### src/rtl/fifo_flagged.sv
// Synchronous show-ahead FIFO with occupancy count, programmable almost-full/almost-empty
// thresholds, sticky overflow/underflow flags and a synchronous flush.
module fifo_flagged #(
  parameter int WIDTH              = 8,
  parameter int DEPTH              = 4,
  parameter int ALMOST_FULL_LEVEL  = 2**DEPTH - 1,
  parameter int ALMOST_EMPTY_LEVEL = 1
) (
  input  logic             Clock,
  input  logic             Reset,
  input  logic             Write,
  input  logic [WIDTH-1:0] WriteData,
  input  logic             Read,
  output logic [WIDTH-1:0] ReadData,
  input  logic             Flush,
  input  logic             ClearErrors,
  output logic             Empty,
  output logic             Full,
  output logic             AlmostFull,
  output logic             AlmostEmpty,
  output logic [DEPTH:0]   Count,
  output logic             Overflow,
  output logic             Underflow
);

  localparam int             Entries     = 2**DEPTH;
  localparam logic [DEPTH:0] CountMax    = (DEPTH+1)'(Entries);
  localparam logic [DEPTH:0] CountOne    = (DEPTH+1)'(1);
  localparam logic [DEPTH:0] AfLevel     = (DEPTH+1)'(ALMOST_FULL_LEVEL);
  localparam logic [DEPTH:0] AeLevel     = (DEPTH+1)'(ALMOST_EMPTY_LEVEL);
  localparam logic [DEPTH-1:0] PtrOne    = DEPTH'(1);

  logic [WIDTH-1:0] mem [Entries];
  logic [DEPTH-1:0] readPtr;
  logic [DEPTH-1:0] writePtr;

  logic             writeAccept;
  logic             readAccept;
  logic             overflowEvent;
  logic             underflowEvent;
  logic [DEPTH:0]   countNext;
  logic [DEPTH-1:0] readPtrNext;
  logic [DEPTH-1:0] writePtrNext;

  // A full FIFO still takes a write when a read frees the head slot in the same cycle.
  assign writeAccept    = Write && (!Full || Read) && !Flush;
  assign readAccept     = Read && !Empty && !Flush;
  assign overflowEvent  = Write && Full && !Read && !Flush;
  assign underflowEvent = Read && Empty && !Flush;

  // NOTE: every signal written in always_comb gets a default first so no latch is inferred.
  always_comb begin
    countNext    = Count;
    readPtrNext  = readPtr;
    writePtrNext = writePtr;
    if (Flush) begin
      countNext    = '0;
      readPtrNext  = '0;
      writePtrNext = '0;
    end else begin
      if (writeAccept) writePtrNext = writePtr + PtrOne;
      if (readAccept)  readPtrNext  = readPtr + PtrOne;
      unique case ({writeAccept, readAccept})
        2'b10:   countNext = Count + CountOne;
        2'b01:   countNext = Count - CountOne;
        default: countNext = Count;
      endcase
    end
  end

  // Flags are registered from next-state occupancy so they never lag Count.
  // NOTE: sequential state uses non-blocking assignments so all registers update together.
  always_ff @(posedge Clock or posedge Reset) begin
    if (Reset) begin
      readPtr     <= '0;
      writePtr    <= '0;
      Count       <= '0;
      Empty       <= 1'b1;
      Full        <= 1'b0;
      AlmostFull  <= 1'b0;
      AlmostEmpty <= 1'b1;
      Overflow    <= 1'b0;
      Underflow   <= 1'b0;
    end else begin
      readPtr     <= readPtrNext;
      writePtr    <= writePtrNext;
      Count       <= countNext;
      Empty       <= (countNext == '0);
      Full        <= (countNext == CountMax);
      AlmostFull  <= (countNext >= AfLevel);
      AlmostEmpty <= (countNext <= AeLevel);
      // A new error event wins over a coincident clear.
      Overflow    <= overflowEvent  || (Overflow  && !ClearErrors);
      Underflow   <= underflowEvent || (Underflow && !ClearErrors);
    end
  end

  // NOTE: the storage array has no reset; the pointers and Count alone define validity.
  always_ff @(posedge Clock) begin
    if (writeAccept) mem[writePtr] <= WriteData;
  end

  assign ReadData = mem[readPtr];

endmodule

### config.mk
export PLATFORM = sky130hd
export DESIGN_NAME = fifo_flagged
export DESIGN_NICKNAME = d
export VERILOG_FILES = /design/src/rtl/fifo_flagged.sv
export SDC_FILE = /design/constraint.sdc
export NUM_CORES = 1
export LEC_CHECK = 0
export BUFFER_PORTS_ARGS = -buffer_cell sky130_fd_sc_hd__buf_2
export CAP_MARGIN = 20
export CORE_UTILIZATION = 40
export CTS_CLUSTER_DIAMETER = 150
export DETAILED_ROUTE_END_ITERATION = 6
export GPL_ROUTABILITY_DRIVEN = 0
export HOLD_SLACK_MARGIN = 0.02
export SLEW_MARGIN = 0
export SYNTH_ARGS = -nofsm -noshare
export SYNTH_HDL_FRONTEND = slang
export SYNTH_SLANG_ARGS = --single-unit
export TNS_END_PERCENT = 20
### constraint.sdc
create_clock -name Clock -period 7.6 [get_ports Clock]
set_input_delay 0.38 -clock Clock [delete_from_list [all_inputs] [get_ports Clock]]
set_output_delay 0.38 -clock Clock [all_outputs]
set_load 0.05 [all_outputs]
== After elaboration in Yosys (flattened, before gate mapping) ==
Memories as Yosys holds them, arrays and structs flattened.
Cells that the tools add are included.

* Register bits: 19
* Bits in latches: 0
* Bits in writable memories: 128
* ROM bits: 0
* Input port bits: 14
* Output and inout port bits: 19
* Word-level logic and storage cells: 49
* Memories: 1

* Add/sub/neg operators: 4
* Multipliers: 0
* Div/mod/pow operators: 0
* Order comparisons: 2
* Equal/unequal tests: 3
* Shifts and indexed selects: 0
* Muxes and demuxes: 8
* Bitwise operators: 0
* Reductions and logical operators: 22

{| class="wikitable"
|+ Memories
! name !! depth !! bits a word !! rd ports !! clocked after memory_dff !! write ports !! line !! source
|-
| mem || 16 || 8 || 1 || 0 || 1 || 33 || <nowiki>logic [WIDTH-1:0] mem [Entries];</nowiki>
|}

{| class="wikitable"
|+ Operators with widths
! cell !! count
|-
| $mux 4 || 4
|-
| $logic_and 1x1->1 || 11
|-
| $pmux 5 s2 || 1
|-
| $add 4x1->4 const B || 2
|-
| $add 5x1->5 const B || 1
|-
| $eq 5x5->1 const B || 1
|-
| $ge 5x4->1 const B || 1
|-
| $le 5x1->1 const B || 1
|-
| $logic_not 1->1 || 5
|-
| $logic_not 5->1 || 1
|-
| $mux 5 || 1
|-
| $sub 5x1->5 const B || 1
|-
| $reduce_bool 2->1 || 2
|-
| $logic_or 1x1->1 || 3
|-
| $eq 2x1->1 const B || 1
|-
| $eq 2x2->1 const B || 1
|-
| $mux 1 || 2
|}

== Depth between registers and ports, before layout ==
Gate-level depths: netlist of run 1.

* Depth after elaboration: 8
* Depth in mapped cells: 11
* Gate-level depth less buffers: 11

== Worst setup path after synthesis of run 1 ==
Ideal clock, no wire load.

* Kind: register -> register
* Start point: reg Full
* End point: reg AlmostFull
* Library setup time: 0.120 ns
* Arrival time: 2.875 ns
* Data required time: 7.480 ns
* Slack: 4.604 ns
* Stages on the path, launching flop included: 12
* Path buffers: 0
* Clock period less this slack: 2.996 ns
* Cells stage by stage: dfrtp_1 > nand2b_1 > nor3b_1 > inv_1 > ha_1 > xor2_1 > ha_1 > or3b_1 > a32oi_1 > xor2_1 > nor2_1 > a41o_1

* Word-level cells in the longest chain between the ends: 8
* Elaborated cells on any way between the ends: 9
* Those cells by class: order compare (1); eq/ne (2); mux (2); reduce/logical (4)

{| class="wikitable"
|+ Ends and longest elaborated chain
! element !! line !! source
|-
| start: declaration || 18 || <nowiki>output logic Full,</nowiki>
|-
| start signal: assignment || 89 || <nowiki>Full <= (countNext == CountMax);</nowiki>
|-
| $logic_not 1->1 (*) || 46 || <nowiki>assign writeAccept = Write && (!Full || Read) && !Flush;</nowiki>
|-
| $logic_or 1x1->1 (*) || 46 ||
|-
| $logic_and 1x1->1 (*) (2 in a row) || 46 ||
|-
| $eq 2x1->1 / $eq 2x2->1 (equally long branches) || 63 || <nowiki>unique case ({writeAccept, readAccept})</nowiki>
|-
| $pmux 5 s2 (*) || 63 ||
|-
| $mux 5 (*) || 56 || <nowiki>if (Flush) begin</nowiki>
|-
| net countNext[4] || 41 || <nowiki>logic [DEPTH:0] countNext;</nowiki>
|-
| $ge 5x4->1 (*) || 90 || <nowiki>AlmostFull <= (countNext >= AfLevel);</nowiki>
|-
| end signal: assignment || 90 ||
|-
| end: declaration || 19 || <nowiki>output logic AlmostFull,</nowiki>
|}

The timed path passes the listed nets; every way through them passes the cells marked *.
A chain may end at the register's enable or synchronous reset.

== Worst setup path after layout of run 1 ==
* Start point: reg readPtr[0]
* End point: out ReadData[7]

* Word-level cells in the longest chain between the ends: 1

{| class="wikitable"
|+ Ends and longest elaborated chain
! element !! line !! source
|-
| start: declaration || 34 || <nowiki>logic [DEPTH-1:0] readPtr;</nowiki>
|-
| start signal: assignment || 85 || <nowiki>readPtr <= readPtrNext;</nowiki>
|-
| $mem_v2 16x8 || -- ||
|-
| end: declaration || 14 || <nowiki>output logic [WIDTH-1:0] ReadData,</nowiki>
|}

No other way between the ends.

==> flow_metrics.tcl, run 1 <==
set metrics [dict create \
    crit_chain "mux4_1 > mux4_2 > buf_2" \
    die_h_um 125 \
    worstSkewPairLatency_ps 420 \
    rsz0062_at_grt "no" \
    ant_nets 0 \
    drt_iter0_drc 300 \
    critPathKind "reg2out" \
    slew_headroom_pct 29.0 \
    root_buffer "clkbuf_16" \
    fin_skew_ps 4.53 \
    setup_viol 0 \
    ff2ff_path_depth 11 \
    hold_viol_final 0 \
    path_clk_slew_ps 60 \
    crit_arrival_ps 2920 \
    yosys_warnings 0 \
    cts_resized 0 \
    grtUsageTotal_pct 16.7 \
    tns_ps 0 \
    yosysSeqAreaShare_pct 71.1 \
    grt_pass1_vias 3104 \
    final.fill_count 1216 \
    crit_family "multiplexers" \
    numPortBuffers 32 \
    dr.pass1.iters 6 \
    cts_tree "yes" \
    die-area_mm2 0.0157 \
    p_leak_nw 2.41 \
    min_period_ps 3300 \
    power_density_mw_per_mm2 267 \
    grt_antenna_before_repair 0 \
    ys_ff_latch 147 \
    grt_max_degree 36 \
    cp.buffers_inverters 1 \
    slew_violations 0 \
    max_stage_delay_ps 1050 \
    timing.fmax_mhz 303 \
    synth.distinct_cells 39 \
    synth_top_area_cell "edfxtp_1" \
    drc 4 \
    nNetsFinal 361 \
    cts-hold-fix-buffers 0 \
    cts_sinks 147 \
    drive_gt1_share_pct 22.0 \
    worstMarginPinSlew_ps 1060 \
    via_count 2950 \
    synth_area_leaders "edfxtp_1, mux4_1, dfrtp_1" \
    yosys.area.top_type_share_pct 63.3 \
    cts_max_level 4 \
    drt-vias-per-instance 5.51 \
    wirelength_um 12000 \
    violations "design-rule violations" \
    overflow 0 \
    ir_worst_vdd_mv 0.222 \
    core_area_mm2 0.0147 \
    cts_made_buffers 17 \
    syn_to_final_growth_pct 15.0 \
    worstPathRequired_ps 7220 \
    die_width_um 125 \
    dp_hpwl_um 7080 \
    initial_utilization_pct 41.3 \
    syn_avg_cell_area_um2 20.0 \
    grt_first_pass_wirelength_um 18400 \
    crit_fanout 35 \
    fin_crit_sh_pct 43.5 \
    max_cap_viol_count 0 \
    outcome "finished, violations left" \
    wl_per_cell_um 22.5 \
    power_w 0.00186 \
    min_path_type "in2async" \
    cts_setup_buffers 0 \
    syn_inst 303 \
    synth_area_mm2 0.00607 \
    start_kind "flop" \
    syn-num-nets 325 \
    crit_path_top_delay_cell "dfrtp_2" \
    io_pins 33 \
    cts_buffer_depth 2 \
    cp-end-kind "output port" \
    cp.depth 3 \
    num_rows 44 \
]
per-layer routing:
layer / track usage (%) / vias to the layer above / wire length (um)
met5: 0 / - / 0
met4: 8.61 / 0 / 269
met3: 3.72 / 24 / 437
met2: 27.5 / 69 / 5960
met1: 20.9 / 1542 / 5350
li1: - / 1315 / -
state kept, by name, summed over array words and instances (netlist names):
| name | cells |
|---|---|
| writePtr | 4 |
| AlmostFull | 1 |
| Count | 5 |
| AlmostEmpty | 1 |
| Overflow | 1 |
| readPtr | 4 |
| mem | 128 |
| Underflow | 1 |
| Full | 1 |
| Empty | 1 |
power by group:
part           total [W]  switching [W]  internal (W)
registers       0.000917      0.0000243      0.000892
logic           0.000162      0.0000971     0.0000653
clock network   0.000784       0.000307      0.000477
total            0.00186       0.000428       0.00143
layout make-up:
class | instances | area [um^2] | area share, %
sequential | 147 | 4320 | 61.9
clock buffer | 20 | 437 | 6.25
tap | 184 | 230 | 3.30
antenna | 1 | 2.50 | 0.0358
timing repair buffer | 33 | 168 | 2.40
inverter | 12 | 45.0 | 0.645
multi-input combinational | 128 | 1670 | 23.9
clock inverter | 10 | 111 | 1.59
cell families (layout without fill, tap and decap cells):
kind of cell / after synthesis / count (layout) / share of synthesized area (%)
other: 0 / 1 / 0
flip-flops: 147 / 147 / 71.1
multiplexers: 44 / 44 / 17.4
AND/OR/NAND/NOR: 53 / 53 / 4.59
adder cells (fa/ha/maj): 8 / 8 / 1.65
XOR/XNOR: 9 / 9 / 1.30
AO/OA/AOI/OAI: 14 / 14 / 1.61
buffers and inverters: 28 / 75 / 2.35
through the flow:
step | util, % | instances | instance area [um^2] | hold slack, ps | setup slack (ps)
after detailed placement | 43.8 | 504 | 6440 | 517 | 4160
after global routing | 47.5 | 534 | 6980 | 141 | 4040
after global placement | 43.8 | 504 | 6440 | 514 | 4330
after floorplan | - | 303 | 6070 | 330 | 4600
final | 47.5 | 535 | 6990 | 69.5 | 4300
after CTS | 47.5 | 534 | 6980 | 81.5 | 4240
worst paths after layout:
kind,start,end,slack (ps)
worst max-delay path,readPtr[0],ReadData[7],4300
worst min-delay path,Reset,Overflow,70
worst max register to register,Full,AlmostFull,4310
worst min register to register,Overflow,Overflow,530
max in group asynchronous,Reset,readPtr[0],7030
min in group Clock,ClearErrors,Overflow,160
placed cells by master (no fill, tap or decap), drive strengths merged, types with 2 or more instances in the layout:
| cell | n |
|---|---|
| a21o | 2 |
| a21oi | 2 |
| a31oi | 2 |
| and2 | 9 |
| buf | 33 |
| bufinv | 2 |
| clkbuf | 20 |
| clkinv | 5 |
| clkinvlp | 2 |
| dfrtp | 17 |
| dfstp | 2 |
| edfxtp | 128 |
| ha | 8 |
| inv | 13 |
| mux2i | 3 |
| mux4 | 40 |
| nand2 | 5 |
| nand3 | 2 |
| nand4 | 2 |
| nor2 | 18 |
| nor2b | 4 |
| nor3b | 3 |
| nor4 | 6 |
| o21ai | 2 |
| xor2 | 8 |
Yosys cell counts:
cell type,instances
a21o_1,2
a21oi_1,2
a22o_1,1
a31oi_1,2
a32oi_1,1
a41o_1,1
and2_1,9
buf_1,1
buf_2,2
buf_6,3
buf_8,1
clkbuf_1,8
clkbuf_2,1
dfrtp_1,17
dfstp_2,2
edfxtp_1,128
ha_1,8
inv_1,12
mux2_2,1
mux2i_1,3
mux4_1,30
mux4_2,10
nand2_1,5
nand2b_1,1
nand3_1,2
nand4_1,2
nor2_1,18
nor2b_1,4
nor3_1,1
nor3b_1,3
nor4_1,6
nor4b_1,1
o21ai_0,2
o22ai_1,1
o31ai_1,1
o32ai_1,1
or3b_1,1
xnor2_1,1
xor2_1,8
No activity file was read; power rests on OpenSTA's default activity.
==> inputs of run 2 (changes only) <==
- clock period: 7.6 -> 3.15 ns (I/O delays scaled with it)
==> run 2 against run 1 <==
Compared with the run above:
- clock skew rose by 3.6 ps
- combinational power rose to 2.7 times the previous value
- the run still ends with design-rule violations left
- global-route usage rose by 0.090 points
- count of clock-buffer cells in the layout fell by 3
- utilization rose by 1.1 points
==> flow_metrics.tcl, run 2 (synthesis results as in run 1) <==
set metrics [dict create \
    rsz0062_at_grt "no" \
    hold_viol_final 0 \
    max_stage_delay_ps 370 \
    grt_max_degree 36 \
    numPortBuffers 32 \
    fin_skew_ps 8.08 \
    via_count 3042 \
    grtUsageTotal_pct 16.8 \
    largest_register_ffs 128 \
    outcome "finished, violations left" \
    max_cap_viol_count 0 \
    worstMarginPinSlew_ps 737 \
    cts_sinks 147 \
    final_common_cell "edfxtp_1" \
    power_density_mw_per_mm2 660 \
    tns_ps 0 \
    dp_hpwl_um 7230 \
    syn_to_final_growth_pct 17.8 \
    r2r_start "Empty" \
    drive_gt1_share_pct 25.6 \
    nNetsFinal 376 \
    cts_buffer_depth 2 \
    cts_max_level 4 \
    slew_violations 0 \
    timing.fmax_mhz 345 \
    io_pins 33 \
    p_leak_nw 2.53 \
    crit_fanout 7 \
    path_clk_slew_ps 60 \
    die-area_mm2 0.0157 \
    drt_iter0_drc 296 \
    wirelength_um 12100 \
    hold_path_end "Overflow" \
    cp.buffers_inverters 0 \
    die_h_um 125 \
    slew_headroom_pct 50.8 \
    power_w 0.00472 \
    cp-end-kind "flop" \
    ant_nets 0 \
    die_width_um 125 \
    largestRegisters "mem (128), Count (5)" \
    final.fill_count 1190 \
    cts_made_buffers 17 \
    min_path_type "in2reg" \
    core_area_mm2 0.0147 \
    final_cell_mix "edfxtp_1, buf_2, mux4_1, nor2_1, clkbuf_16" \
    grt_antenna_before_repair 0 \
    ff2ff_path_depth 10 \
    drt-vias-per-instance 5.52 \
    crit_family "simple AND/OR/NAND/NOR gates" \
    reg2reg_to "AlmostFull" \
    regMostFlops "mem" \
    critPathKind "reg2reg" \
    dr.pass1.iters 6 \
    num_rows 44 \
    cts_resized 0 \
    crit_path_top_delay_cell "dfstp_2" \
    n_antenna_cell 0 \
    worstPathRequired_ps 3460 \
    crit_arrival_ps 3210 \
    worstSkewPairLatency_ps 420 \
    crit_chain "nor2b_1 > nor2b_1 > ha_1 > xor2_1 > ha_1 > or3b_1 > a32oi_1 > xor2_1 > nor2_1 > a41o_1" \
    initial_utilization_pct 41.3 \
    violations "design-rule violations" \
    grt_pass1_vias 3218 \
    wl_per_cell_um 22.0 \
    hold_path_startpoint "Write" \
    fin_crit_sh_pct 91.9 \
    holdPathStages 3 \
    start_kind "flop" \
    overflow 0 \
    rrSetupSlack_ps 250 \
    root_buffer "clkbuf_16" \
    min_period_ps 2900 \
    setup_viol 0 \
    cts_tree "yes" \
    drc 2 \
    grt_first_pass_wirelength_um 18700 \
    ir_worst_vdd_mv 0.458 \
]
[run 2: where the power goes]
part	switching [W]	internal, W
Clock	0.000838	0.00127
Sequential	0.0000208	0.00215
Combinational	0.000270	0.000173
[run 2: worst max path at each step]
stage                     depth (start not counted)   from          end
after floorplan                                  11   Full   AlmostFull
after global placement                           10  Empty   AlmostFull
after detailed placement                         10  Empty   AlmostFull
after CTS                                        10  Empty   AlmostFull
after global routing                             10  Empty  AlmostEmpty
final                                            10  Empty   AlmostFull
[run 2: cell type report]
cell class              count  area (um^2)  share of cell area (%)
repair buffers             48          300                    4.20
inverters                  12         45.0                   0.630
clock buffers              17          425                    5.95
flip-flops and latches    147         4320                    60.4
multi-input cells         128         1640                    22.9
clock inverters            15          195                    2.73
well taps                 184          230                    3.22
[run 2: metal layers]
layer	track usage [%]	share of wire [%]
met5	0	0
met3	4.36	5.3
met2	27.4	49
met1	22.1	45
met4	5.38	1.0
[run 2: tightest hold or removal path, delay by kind of cell]
family	cells	cell delay, ps
buffers and inverters	2	160
AO/OA/AOI/OAI	1	90
[run 2: repair_timing]
| action | CTS | global route |
|---|---|---|
| hold endpoints to repair | 19 | 0 |
| setup buffers | 0 | 0 |
| hold buffers | 3 | 0 |
[run 2: stage by stage]
step	util (%)	hold slack, ps	worst slack [ps]	cells	cell area [um^2]
4_1_cts	48.7	33.7	239	551	7150
5_1_grt	48.7	56.7	26.3	551	7150
3_3_place_gp	44.2	293	376	516	6500
3_5_place_dp	44.2	315	283	516	6500
6_report	48.7	43.4	254	551	7150
2_1_floorplan	-	107	154	303	6070
==> inputs of run 3 (changes only) <==
- CAP_MARGIN: 20 -> default
- CORE_UTILIZATION: 40 -> 60
- PLACE_DENSITY: default -> 0.78
==> run 3 against run 2 <==
Compared with the run above:
- the run now ends clean
- clock skew down 0.90 ps
- utilization rose by 25 points
- via count up 0.49%
==> flow_metrics.tcl, run 3 (synthesis results as in run 1) <==
set metrics [dict create \
    outcome "finished clean" \
    drt-vias-per-instance 6.02 \
    grt_antenna_before_repair 0 \
    grtUsageTotal_pct 25.9 \
    grt_first_pass_wirelength_um 18100 \
    swShare_pct 21.7 \
    cp-end-kind "flop" \
    combPwrFrac_pct 9.6 \
    ant_nets 0 \
    slew_headroom_pct 51.6 \
    fin_crit_sh_pct 92.9 \
    min_period_ps 2930 \
    largest_register_ffs 128 \
    grt_max_degree 36 \
    dp_hpwl_um 6710 \
    cts_setup_buffers 0 \
    cts_tree "yes" \
    io_pins 33 \
    path_clk_slew_ps 60 \
    min_path_type "in2reg" \
    final_common_cell "edfxtp_1" \
    final_cell_mix "edfxtp_1, buf_2, mux4_1, nor2_1" \
    drt_iter0_drc 292 \
    syn_to_final_growth_pct 18.1 \
    grt_pass1_vias 3124 \
    p_leak_nw 2.56 \
    worstPathRequired_ps 3570 \
    numPortBuffers 32 \
    die_h_um 103 \
    max_cap_viol_count 0 \
    n_antenna_cell 0 \
    critPathKind "reg2reg" \
    p_int_w 0.00368 \
    power_density_mw_per_mm2 655 \
    crit_fanout 8 \
    ir_worst_vdd_mv 0.362 \
    slew_violations 0 \
    dr.pass1.iters 4 \
    p_clk_share_pct 44.1 \
    cts_max_level 4 \
    fin_util_pct 73.4 \
    cts_buffer_depth 2 \
    initial_utilization_pct 62.1 \
    power_w 0.00470 \
    largestRegisters "mem (128), Count (5)" \
    via_count 3057 \
    tns_ps 0 \
    root_buffer "clkbuf_8" \
    drive_gt1_share_pct 23.5 \
    die-area_mm2 0.0105 \
    cts_sinks 147 \
    worstMarginPinSlew_ps 726 \
    core_area_mm2 0.00977 \
    fin_skew_ps 7.18 \
    wl_per_cell_um 23.9 \
    crit_arrival_ps 3350 \
    timing.fmax_mhz 342 \
    die_width_um 103 \
    holdPathStages 5 \
    nNetsFinal 385 \
    rsz0062_at_grt "no" \
    num_rows 36 \
    worstSkewPairLatency_ps 530 \
    cts_resized 0 \
    cts_made_buffers 17 \
    start_kind "flop" \
    overflow 0 \
    power_frac_seq_pct 46.3 \
    regMostFlops "mem" \
    drc 0 \
    cts-hold-fix-buffers 13 \
    hold_viol_final 0 \
    ff2ff_path_depth 11 \
    p_switching_w 0.00102 \
    setup_viol 0 \
    wirelength_um 12200 \
]
[run 3: changes by cell type in the layout (fill, tap and decap cells not counted), sizes merged]
cell,before,now
bufinv,3,5
clkinvlp,0,1
inv,18,12
buf,45,44
dlygate4sd3,3,13
clkbuf,17,19
[run 3: area by class of cell]
| type | instances | area (um^2) |
|---|---|---|
| clock inverters | 12 | 188 |
| inverters | 12 | 45.0 |
| fillers | 563 | 2600 |
| clock buffers | 19 | 422 |
| repair buffers | 57 | 393 |
| flip-flops and latches | 147 | 4320 |
| multi-input cells | 128 | 1640 |
| well taps | 133 | 166 |
[run 3: final timing paths]
check                           startpoint           to  slack, ps
worst max-delay path                  Full   AlmostFull        220
worst min-delay path                 Write  writePtr[0]        170
worst max register to register        Full   AlmostFull        220
worst min register to register       Empty    Underflow        570
max in group asynchronous            Reset   readPtr[0]       2380
min in group asynchronous            Reset  writePtr[2]        280
[run 3: metal layers]
| metal | track usage, % | up-vias | wire length (um) |
|---|---|---|---|
| met4 | 10.5 | 0 | 173 |
| met1 | 34.9 | 1577 | 4940 |
| li1 | - | 1363 | - |
| met5 | 0 | - | 0 |
| met2 | 39.2 | 99 | 6050 |
| met3 | 9.08 | 18 | 1000 |
[run 3: through the flow]
| stage | hold slack (ps) | worst slack [ps] | instance area [um^2] | cells |
|---|---|---|---|---|
| after floorplan | 107 | 154 | 6070 | 303 |
| after global placement | 287 | 377 | 6430 | 464 |
| after detailed placement | 299 | 283 | 6430 | 464 |
| after CTS | 136 | 242 | 7170 | 508 |
| after global routing | 192 | 24.8 | 7170 | 508 |
| final | 169 | 224 | 7170 | 508 |
[run 3: power groups by stage]
stage / Clock, W / Sequential (W) / Combinational (W)
after floorplan: 0 / 0.00226 / 0.000289
after global placement: 0 / 0.00221 / 0.000428
after detailed placement: 0 / 0.00221 / 0.000435
after CTS: 0.00210 / 0.00218 / 0.000453
after global routing: 0.00217 / 0.00218 / 0.000480
final: 0.00207 / 0.00218 / 0.000450
[run 3: worst max-delay path: stages, from the launching register on]
cell and delay [ps]:
dfrtp_1 380, nand2b_1 110, nor3b_1 270, inv_1 230, ha_1 330, xor2_1 190
ha_1 200, or3b_1 360, a32oi_1 240, xor2_1 210, nor2_1 110, a41o_1 210
